### src/rtl/vm_gen_pkg.sv
// Shared types for the vending-machine controller: FSM states, status codes and coin decoding.
package vm_gen_pkg;

    typedef enum logic [1:0] {IDLE, VEND, CHANGE, FAULT} state_t;

    typedef enum logic [1:0] {
        ST_IDLE    = 2'b00,
        ST_VEND    = 2'b01,
        ST_NOFUNDS = 2'b10,
        ST_SOLDOUT = 2'b11
    } status_t;

    typedef enum logic [1:0] {COIN_NONE, COIN_5, COIN_10, COIN_25} coin_t;

    function automatic logic [4:0] coin_value(coin_t c);
        unique case (c)
            COIN_5:  return 5'd5;
            COIN_10: return 5'd10;
            COIN_25: return 5'd25;
            default: return 5'd0;
        endcase
    endfunction

endpackage

### src/rtl/vm_gen_inventory.sv
// Per-slot stock and price tables with saturating restock and a vend decrement port.
module vm_gen_inventory #(
    parameter int unsigned NUM_ITEMS = 8,
    parameter int unsigned ITEM_W    = $clog2(NUM_ITEMS),
    parameter int unsigned COUNT_W   = 4,
    parameter int unsigned COST_W    = 8
) (
    input  logic               clk,
    input  logic               rst,
    input  logic [ITEM_W-1:0]  rs_item,
    input  logic [COUNT_W-1:0] rs_count,
    input  logic [COST_W-1:0]  rs_cost,
    input  logic               rs_valid,
    input  logic               dec_en,
    input  logic [ITEM_W-1:0]  dec_item,
    input  logic [ITEM_W-1:0]  rd_item,
    output logic [COUNT_W-1:0] rd_stock,
    output logic [COST_W-1:0]  rd_price,
    input  logic [ITEM_W-1:0]  sel_item,
    output logic [COST_W-1:0]  sel_price
);

    localparam logic [COUNT_W-1:0] MAX_STOCK = '1;

    logic [COUNT_W-1:0] stock_q [NUM_ITEMS];
    logic [COUNT_W-1:0] stock_d [NUM_ITEMS];
    logic [COST_W-1:0]  price_q [NUM_ITEMS];
    logic [COST_W-1:0]  price_d [NUM_ITEMS];
    logic [COUNT_W:0]   sum;

    // Out-of-range slots read as empty and free, which the FSM reports as sold out.
    assign rd_stock  = (int'(rd_item) < NUM_ITEMS) ? stock_q[rd_item] : '0;
    assign rd_price  = (int'(rd_item) < NUM_ITEMS) ? price_q[rd_item] : '0;
    assign sel_price = (int'(sel_item) < NUM_ITEMS) ? price_q[sel_item] : '0;

    always_comb begin
        sum = '0;
        for (int i = 0; i < NUM_ITEMS; i++) begin
            stock_d[i] = stock_q[i];
            price_d[i] = price_q[i];
            if (rs_valid && int'(rs_item) == i) begin
                sum        = {1'b0, stock_q[i]} + {1'b0, rs_count};
                stock_d[i] = sum[COUNT_W] ? MAX_STOCK : sum[COUNT_W-1:0];
                if (rs_cost != '0) price_d[i] = rs_cost;
            end
            // Decrement applies after saturation; a vend only happens with stock >= 1.
            if (dec_en && int'(dec_item) == i) stock_d[i] = stock_d[i] - 1'b1;
        end
    end

    always_ff @(posedge clk or negedge rst) begin
        if (!rst) begin
            for (int i = 0; i < NUM_ITEMS; i++) begin
                stock_q[i] <= '0;
                price_q[i] <= '0;
            end
        end else begin
            stock_q <= stock_d;
            price_q <= price_d;
        end
    end

endmodule

### src/rtl/vm_gen.sv
// Vending-machine controller top: credit, vend FSM, change and status outputs (all registered).
// Define VM_GEN_KEEP_CREDIT_EN to keep leftover credit after a vend instead of auto-change.
module vm_gen
    import vm_gen_pkg::*;
#(
    parameter int unsigned NUM_ITEMS = 8,
    parameter int unsigned ITEM_W    = $clog2(NUM_ITEMS),
    parameter int unsigned COUNT_W   = 4,
    parameter int unsigned COST_W    = 8,
    parameter int unsigned BAL_W     = 16
) (
    input  logic               clk,
    input  logic               rst,
    input  logic [1:0]         coins,
    input  logic [ITEM_W-1:0]  buttons,
    input  logic               select,
    input  logic               cancel,
    input  logic [ITEM_W-1:0]  item,
    input  logic [COUNT_W-1:0] count,
    input  logic [COST_W-1:0]  cost,
    input  logic               valid,
    output logic [ITEM_W-1:0]  product,
    output logic               vend,
    output logic [1:0]         status,
    output logic [BAL_W-1:0]   balance,
    output logic [COST_W-1:0]  info,
    output logic [BAL_W-1:0]   change,
    output logic               change_vld
);

    localparam int unsigned BW1 = BAL_W + 1;

    state_t             state;
    logic [ITEM_W-1:0]  sel_item;
    logic [COUNT_W-1:0] rd_stock;
    logic [COST_W-1:0]  rd_price;
    logic [COST_W-1:0]  sel_price;
    logic [4:0]         cv;
    logic [BAL_W:0]     add_sum;
    logic [BAL_W:0]     vend_sum;
    logic [BAL_W-1:0]   bal_plus;
    logic [BAL_W-1:0]   bal_vend;
    logic               funds_ok;
    logic               dec_en;

    vm_gen_inventory #(
        .NUM_ITEMS (NUM_ITEMS),
        .ITEM_W    (ITEM_W),
        .COUNT_W   (COUNT_W),
        .COST_W    (COST_W)
    ) u_inv (
        .clk       (clk),
        .rst       (rst),
        .rs_item   (item),
        .rs_count  (count),
        .rs_cost   (cost),
        .rs_valid  (valid),
        .dec_en    (dec_en),
        .dec_item  (sel_item),
        .rd_item   (buttons),
        .rd_stock  (rd_stock),
        .rd_price  (rd_price),
        .sel_item  (sel_item),
        .sel_price (sel_price)
    );

    assign cv       = coin_value(coin_t'(coins));
    assign add_sum  = {1'b0, balance} + BW1'(cv);
    assign bal_plus = add_sum[BAL_W] ? '1 : add_sum[BAL_W-1:0];
    // Price is re-read at the VEND edge, so a mid-purchase price change is rechecked here.
    assign funds_ok = balance >= BAL_W'(sel_price);
    assign vend_sum = {1'b0, balance - BAL_W'(sel_price)} + BW1'(cv);
    assign bal_vend = vend_sum[BAL_W] ? '1 : vend_sum[BAL_W-1:0];
    assign dec_en   = (state == VEND) && funds_ok;

    always_ff @(posedge clk or negedge rst) begin
        if (!rst) begin
            state      <= IDLE;
            sel_item   <= '0;
            product    <= '0;
            vend       <= 1'b0;
            status     <= ST_IDLE;
            balance    <= '0;
            info       <= '0;
            change     <= '0;
            change_vld <= 1'b0;
        end else begin
            vend       <= 1'b0;
            change_vld <= 1'b0;
            status     <= ST_IDLE;
            info       <= rd_price;
            balance    <= bal_plus;
            case (state)
                IDLE: begin
                    if (cancel) begin
                        if (bal_plus != '0) state <= CHANGE;
                    end else if (select) begin
                        if (rd_stock == '0) begin
                            status <= ST_SOLDOUT;
                            state  <= FAULT;
                        end else if (balance < BAL_W'(rd_price)) begin
                            status <= ST_NOFUNDS;
                            state  <= FAULT;
                        end else begin
                            sel_item <= buttons;
                            state    <= VEND;
                        end
                    end
                end
                VEND: begin
                    if (funds_ok) begin
                        vend    <= 1'b1;
                        product <= sel_item;
                        status  <= ST_VEND;
                        balance <= bal_vend;
`ifdef VM_GEN_KEEP_CREDIT_EN
                        state   <= IDLE;
`else
                        state   <= (bal_vend != '0) ? CHANGE : IDLE;
`endif
                    end else begin
                        status <= ST_NOFUNDS;
                        state  <= FAULT;
                    end
                end
                CHANGE: begin
                    change     <= balance;
                    change_vld <= 1'b1;
                    balance    <= BAL_W'(cv);
                    state      <= IDLE;
                end
                default: state <= IDLE;
            endcase
        end
    end

endmodule

### config.mk
export PLATFORM = sky130hd
export DESIGN_NAME = vm_gen
export DESIGN_NICKNAME = d
export VERILOG_FILES = /design/src/rtl/vm_gen_pkg.sv /design/src/rtl/vm_gen_inventory.sv /design/src/rtl/vm_gen.sv
export SDC_FILE = /design/constraint.sdc
export NUM_CORES = 1
export LEC_CHECK = 0
export CORE_MARGIN = 2
export CORE_UTILIZATION = 54
export CTS_CLUSTER_SIZE = 28
export DETAILED_ROUTE_END_ITERATION = 7
export PLACE_DENSITY = 0.77
export SYNTH_ARGS = -nofsm -noshare
export SYNTH_HDL_FRONTEND = slang
export SYNTH_SLANG_ARGS = --single-unit
export TNS_END_PERCENT = 50
### constraint.sdc
create_clock -name clk -period 4.8 [get_ports clk]
set_clock_uncertainty 0.1 [all_clocks]
set_input_delay 0.96 -clock clk [delete_from_list [all_inputs] [get_ports clk]]
set_output_delay 0.96 -clock clk [all_outputs]
set_load 0.02 [all_outputs]
==> results of run 1 <==
==> cell usage after synthesis, types with 2 or more instances <==
library cell	number	area, sq um
nor4_1	5	31.28
nand4_1	16	100.1
a31oi_1	2	12.51
buf_2	4	20.02
nand3b_1	10	75.07
and4_1	2	17.52
nor3_1	15	75.07
and3_1	3	18.77
nor2_1	52	195.2
mux4_1	3	78.83
o31a_1	2	17.52
nand2_1	47	176.4
a21o_1	20	150.1
mux2_2	79	889.6
buf_1	5	18.77
o211ai_1	10	75.07
nor2b_1	13	81.33
o21a_1	3	22.52
a2111oi_0	2	17.52
xor2_1	27	236.5
inv_1	60	225.2
xnor2_1	46	402.9
or4b_2	4	40.04
mux2i_1	26	260.3
nand3_1	8	40.04
and2_1	12	75.07
o221ai_1	4	35.03
o22ai_1	46	287.8
or4_1	5	37.54
a211oi_1	7	52.55
o21bai_1	2	15.01
nor3b_1	2	15.01
nand2b_1	18	112.6
ha_1	68	850.8
o21ai_0	34	170.2
fa_1	11	220.2
dfrtp_1	148	3704
o2111ai_1	2	17.52
clkbuf_1	27	101.4
mux4_2	30	675.7
a21oi_1	24	120.1
==> state kept, by name, indices dropped and copies added, names as in the netlist, 2 cells and up <==
name           cells
u_inv.price_q     64
u_inv.stock_q     32
balance           16
change            16
info               8
product            3
sel_item           3
state              2
status             2
==> through the flow <==
stage          instance area (sq um)  worst slack [ps]  hold slack (ps)    util
6_report                       11790             303.9            378.7  0.6516
5_1_grt                        11790             28.25            401.6  0.6516
4_1_cts                        11770             101.3            384.6  0.6509
3_5_place_dp                   11100             104.0            367.3  0.6135
3_3_place_gp                   11100             157.5            368.8  0.6135
2_1_floorplan                   9988             32.73            389.2       -
==> logic make-up (layout without fill, tap and decap cells) <==
| kind of cell | count (synthesis) | after routing | share of synthesized area |
|---|---|---|---|
| xor+xnor | 73 | 73 | 0.06401 |
| fa+ha+maj | 79 | 79 | 0.1072 |
| flops | 148 | 148 | 0.3708 |
| simple gates | 220 | 220 | 0.1176 |
| mux | 138 | 138 | 0.1907 |
| compound gates | 171 | 171 | 0.1120 |
| buf+inv | 97 | 197 | 0.03771 |
==> power groups by stage <==
stage               logic, mW  registers, mW  clock network [mW]
finish                   5.95           2.14                1.54
global route             6.52           2.19                1.61
CTS                      5.86           2.13                1.55
detailed placement       5.81           2.14                   0
global placement         5.69           2.12                   0
floorplan                4.17           2.13                   0
==> what timing repair did <==
item	4_1_cts	5_1_grt
gates resized for setup	0	2
setup buffers	0	1
endpoints found under the setup margin	0	16
==> area by class of cell <==
type	instances	area, sq um
multi-input cells	681	5912
repair buffers	105	979.7
flip-flops and latches	148	3705
fillers	1376	6301
clock buffers	18	429.2
well taps	229	286.5
inverters	60	225.2
clock inverters	14	247.7
==> tightest hold or removal path: stages (launching register included) <==
cell and delay (ps):
dfrtp_1 340, nand2_1 50, nand2_1 50
==> worst max path at each step <==
stage | slack (ps) | from | endpoint
after global placement | 160 | buttons[0] | state[1]
after CTS | 100 | sel_item[0] | state[1]
final | 300 | sel_item[0] | balance[2]
after floorplan | 30 | sel_item[0] | balance[11]
after global routing | 30 | sel_item[0] | state[1]
after detailed placement | 100 | buttons[0] | state[1]
==> metal layers <==
metal,track usage,part of all wire,up-vias
met5,0,0,-
met4,0.1164,0.032,0
met3,0.05265,0.058,74
met2,0.4529,0.49,273
met1,0.3401,0.42,3827
li1,-,-,3564
==> metrics.log, run 1 <==
INFO  metric synth_fp_nets = 1030
INFO  metric drt_iter0_markers = 583
INFO  metric setup_viol = 0
INFO  metric ff2ff_setup_slack = 300 ps
INFO  metric timing.critical_path.fanout_max = 9
INFO  metric design.final.nets = 1117
INFO  metric crit_path_end_kind = register
INFO  metric reg2reg_to = balance[2]
INFO  metric tightest_slew = 1009 ps
INFO  metric drive_gt1_frac = 0.1823
INFO  metric synth-edff-count = 0
INFO  metric port_buffers = 71
INFO  metric power.density_cell_area = 816.7 mW/mm^2
INFO  metric y_dimension_of_the_die = 140.0 um
INFO  metric layout.cells.most_common_list = dfrtp_1, mux2_2, clkdlybuf4s50_1
INFO  metric unrepaired_setup_endpoints_after_global_routing = false
INFO  metric detailroute.via_count = 7738
INFO  metric grt_first_pass_wirelength = 41.28 mm
INFO  metric core_area = 0.01809 sq mm
INFO  metric worstPathBufferInverterCount = 2
INFO  metric status = finished with violations
INFO  metric die_area = 0.01960 sq mm
INFO  metric achievable_frequency = 0.2224 GHz
INFO  metric cellLeakagePower = 5.030 nW
INFO  metric slew_viol_final = 0
INFO  metric htree_levels = 4
INFO  metric ys.flop_type = dfrtp_1
INFO  metric syn_to_final_growth = 17.99%
INFO  metric worst_hold_path.num_cells = 2
INFO  metric final_cells = 1255
INFO  metric report.final.hold_viol_count = 0
INFO  metric antenna_found_initial = 0
INFO  metric synth.ff_latch_count = 148
INFO  metric synthDistinctLibCells = 63
INFO  metric cts.reportedPaths.clkPinSlew = 60 ps
INFO  metric cpPeakStageDelay = 580 ps
INFO  metric cts_sinks = 148
INFO  metric grt_start_max_net_pins = 95
INFO  metric synth_seq_area_share = 0.3708
INFO  metric irDropWorstVdd = 0.4658 mV
INFO  metric dp.cells = 1222
INFO  metric switching_share = 0.4489
INFO  metric critical_path_arrival = 4670 ps
INFO  metric post_cts_hold_buffers = 0
INFO  metric gr-total-overflow = 0
INFO  metric hold_path_end = product[0]
INFO  metric yosys_warnings = 0
INFO  metric track_usage = 0.2688
INFO  metric post-dp-hpwl = 18.22 mm
INFO  metric routedWlPerCell = 20.16 um
INFO  metric number_of_inserted_diodes = 0
INFO  metric cp-start-kind = register
INFO  metric power.sequential.fraction = 0.222
INFO  metric async_reset_ff_frac = 1.000
INFO  metric power.net_switching = 4.321 mW
INFO  metric cts_root_buffer = clkbuf_16
INFO  metric power_frac_clock = 0.160
INFO  metric drtPass1Iterations = 8
INFO  metric layout.cells.most_common = dfrtp_1
INFO  metric routed_wirelength = 25.30 mm
INFO  metric routed_via_density = 6.166
INFO  metric min_period = 4496 ps
INFO  metric worstHoldPathType = reg2reg
INFO  metric tritoncts = done
INFO  metric slew_headroom = 0.3276
INFO  metric failed_checks = DRC
INFO  metric cts_made_buffers = 17
INFO  metric timing.setup.critical_path_class = reg2reg
INFO  metric die_width = 140.0 um
INFO  metric clock_path_buffers = 2
INFO  metric path_delay_family = compound AO/OA/AOI/OAI gates
INFO  metric grt_pass1_vias = 8013
INFO  metric combinationalPowerShare = 0.618
INFO  metric crit_path_top_delay_cell = a2111oi_0
INFO  metric critical_path_cell_by_cell = buf_4 > mux4_2 > mux2i_1 > ha_1 > a21o_1 > a2111oi_0 > a21oi_1 > o21ai_0 > a21oi_1 > o211ai_1 > nor3_2 > buf_4 > o21bai_1 > o221ai_1
INFO  metric core.rowCount = 49
INFO  metric drc = 8
INFO  metric path_length_in_cells_of_the_critical_path = 14
INFO  metric max-cap-violations = 0
INFO  metric syn_inst = 926
INFO  metric number_of_cell_instances_on_the_worst_register_to_register_path = 14
INFO  metric r2r-start = sel_item[0]
INFO  metric cp_data_required_time = 4980 ps
INFO  metric syn-cell-area = 0.009988 sq mm
INFO  metric antenna_left = 0
INFO  metric layout_worst_path_cycle_share = 0.9367
INFO  metric io-pin-count = 72
INFO  metric power_report.internal_total = 5.304 mW
INFO  metric initial_core_util = 0.5523
INFO  metric fin_setup_tns = 0 ps
INFO  metric p_total = 9.625 mW
INFO  metric globalplace.congestion = 0.9579
INFO  metric clk-insertion-delay-late = 430 ps
INFO  metric avgSynthCellArea = 10.79 sq um
INFO  metric hold_crit_start = product[0]
Power figures use the tool's default switching activity.
==> run 2, diff against run 1 <==
CORE_UTILIZATION = 35   (was 54)
PLACE_DENSITY = unset   (was 0.77)
SKIP_LAST_GASP = 1   (was unset)
==> metrics.log, run 2 (synthesized netlist as in run 1, its figures left out) <==
INFO  metric status = complete, no violations (was finished with violations)
INFO  metric y_dimension_of_the_die = 172.9 um (was 140.0 um)
INFO  metric cts_root_buffer = clkbuf_16 (unchanged)
INFO  metric initial_core_util = 0.3576 (was 0.5523)
INFO  metric layout_top_registers = u_inv.price_q: 64 flops, u_inv.stock_q: 32 flops (unchanged)
INFO  metric number_of_cell_instances_on_the_worst_register_to_register_path = 14 (unchanged)
INFO  metric routed_wirelength = 26.29 mm (was 25.30 mm)
INFO  metric utilization = 0.4297 (was 0.6516)
INFO  metric track_usage = 0.1806 (was 0.2688)
INFO  metric cp-start-kind = register (unchanged)
INFO  metric htree_levels = 4 (unchanged)
INFO  metric worstHoldPathType = reg2reg (unchanged)
INFO  metric detailroute.via_count = 7544 (was 7738)
INFO  metric timing.setup.critical_path_class = reg2reg (unchanged)
INFO  metric timing.critical_path.fanout_max = 9 (unchanged)
INFO  metric hold_crit_start = product[0] (unchanged)
INFO  metric core_area = 0.02793 sq mm (was 0.01809 sq mm)
INFO  metric antenna_found_initial = 0 (unchanged)
INFO  metric io-pin-count = 72 (unchanged)
INFO  metric die_width = 172.9 um (was 140.0 um)
INFO  metric critical_path_arrival = 4620 ps (was 4670 ps)
INFO  metric layout_worst_path_cycle_share = 0.9282 (was 0.9367)
INFO  metric power_frac_clock = 0.160 (about the same)
INFO  metric drt_iter0_markers = 566 (was 583)
INFO  metric layout.cells.most_common_list = dfrtp_1, mux2_2, clkdlybuf4s50_1 (unchanged)
INFO  metric slew_viol_final = 0 (unchanged)
INFO  metric number_of_inserted_diodes = 0 (unchanged)
INFO  metric r2r-start = sel_item[0] (unchanged)
INFO  metric grt_pass1_vias = 7791 (was 8013)
INFO  metric cp_data_required_time = 4960 ps (was 4980 ps)
INFO  metric crit_end = balance[2] (unchanged)
INFO  metric setup_viol = 0 (unchanged)
INFO  metric flip_flop_count_of_the_largest_register_all_copies_and_words_added = 64 (unchanged)
INFO  metric grt_first_pass_wirelength = 42.51 mm (was 41.28 mm)
INFO  metric ff2ff_setup_slack = 340 ps (was 300 ps)
INFO  metric min_period = 4455 ps (was 4496 ps)
INFO  metric slew_headroom = 0.3052 (was 0.3276)
INFO  metric layout.cells.most_common = dfrtp_1 (unchanged)
INFO  metric power.sequential.fraction = 0.223 (was 0.222)
INFO  metric routedWlPerCell = 18.67 um (was 20.16 um)
INFO  metric design.final.nets = 1122 (was 1117)
INFO  metric globalplace.congestion = 0.8473 (was 0.9579)
INFO  metric port_buffers = 71 (unchanged)
INFO  metric report.final.hold_viol_count = 0 (unchanged)
INFO  metric antenna_left = 0 (unchanged)
INFO  metric routed_via_density = 5.358 (was 6.166)
INFO  metric gr-total-overflow = 0 (unchanged)
INFO  metric clk-insertion-delay-late = 430 ps (about the same)
INFO  metric max-cap-violations = 0 (unchanged)
INFO  metric switching_share = 0.4539 (was 0.4489)
INFO  metric drtPass1Iterations = 6 (was 8)
INFO  metric post-dp-hpwl = 19.41 mm (was 18.22 mm)
INFO  metric clock_path_buffers = 2 (unchanged)
INFO  metric drive_gt1_frac = 0.1874 (was 0.1823)
INFO  metric tightest_slew = 1042 ps (was 1009 ps)
INFO  metric largest-register = u_inv.price_q (unchanged)
INFO  metric cellLeakagePower = 5.057 nW (was 5.030 nW)
INFO  metric drc = 0 (was 8)
INFO  metric setup.worst_path.start = sel_item[0] (unchanged)
INFO  metric tritoncts = done (unchanged)
INFO  metric die_area = 0.02990 sq mm (was 0.01960 sq mm)
INFO  metric core.rowCount = 61 (was 49)
INFO  metric syn_to_final_growth = 20.18% (was 17.99%)
INFO  metric cts_sinks = 148 (unchanged)
INFO  metric cts.reportedPaths.clkPinSlew = 60 ps (about the same)
INFO  metric fin_setup_tns = 0 ps (unchanged)
INFO  metric crit_path_end_kind = register (unchanged)
INFO  metric achievable_frequency = 0.2244 GHz (was 0.2224 GHz)
INFO  metric power_report.internal_total = 5.228 mW (was 5.304 mW)
INFO  metric combinationalPowerShare = 0.617 (was 0.618)
INFO  metric irDropWorstVdd = 0.4015 mV (was 0.4658 mV)
INFO  metric grt_start_max_net_pins = 83 (was 95)
INFO  metric reg2reg_to = balance[2] (unchanged)
INFO  metric cts_made_buffers = 17 (unchanged)
INFO  metric power.density_cell_area = 797.5 mW/mm^2 (was 816.7 mW/mm^2)
INFO  metric unrepaired_setup_endpoints_after_global_routing = false (unchanged)
INFO  metric post-cts-setup-buffer-count = 0 (unchanged)
INFO  metric power.net_switching = 4.345 mW (was 4.321 mW)
## run 2: area by class of cell
| cell class | instances | area (sq um) |
|---|---|---|
| Tap cell | 378 | 473.0 |
| Fill cell | 2652 | 15930 |
| Inverter | 60 | 225.2 |
| Clock inverter | 13 | 217.7 |
| Clock buffer | 18 | 439.2 |
| Timing Repair Buffer | 110 | 1030 |
| Multi-Input combinational cell | 681 | 5913 |
| Sequential cell | 148 | 3706 |
## run 2: repair_timing
item                                   in CTS  in global routing
setup endpoints to repair                   0                 16
endpoints found under the hold margin       0                  0
gates resized for setup                     0                  3
hold buffers                                0                  0
## run 2: power groups by stage
stage	logic [mW]	clock network (mW)	registers, mW
floorplan	4.17	0	2.13
global placement	5.78	0	2.14
detailed placement	5.82	0	2.15
CTS	5.87	1.55	2.13
global route	6.52	1.61	2.20
finish	5.91	1.53	2.13
## run 2: metrics by stage
step	setup slack, ps	hold WS (ps)	instance area [sq um]	power (mW)	cells
after floorplan	32.73	389.2	9988	6.292	926
after global placement	147.7	383.6	11340	7.915	1377
after detailed placement	30.42	386.4	11340	7.969	1377
after CTS	201.7	405.2	12000	9.554	1408
after global routing	9.508	410.8	12000	10.33	1408
final	344.7	402.4	12000	9.573	1408
## run 2: critical path: stages (launching register included)
cell and delay [ps]:
dfrtp_2 460, buf_4 190, mux4_2 490, mux2i_1 220
ha_1 370, a21o_1 240, a2111oi_0 600, a21oi_1 240
o21ai_0 330, a21oi_1 170, o211ai_1 350, nor3_2 100
buf_4 170, o21bai_1 130, o221ai_1 130
## run 2: how the worst min path moves through the flow
stage | slack, ps | endpoint | depth (start not counted)
after floorplan | 390 | u_inv.price_q[40] | 1
after global placement | 380 | product[0] | 2
after detailed placement | 390 | product[1] | 2
after CTS | 410 | product[1] | 2
after global routing | 410 | product[1] | 2
final | 400 | product[0] | 2
## run 2: routing by layer
metal,share of wire,track usage,up-vias
li1,-,-,3589
met2,0.47,0.2948,202
met1,0.47,0.2450,3709
met3,0.042,0.02880,44
met5,0,0,-
met4,0.022,0.06038,0
==> run 3, diff against run 2 <==
SLEW_MARGIN = 15   (was unset)
==> results of run 3 <==
Final layout, timing and power as in run 2 (identical DEF).
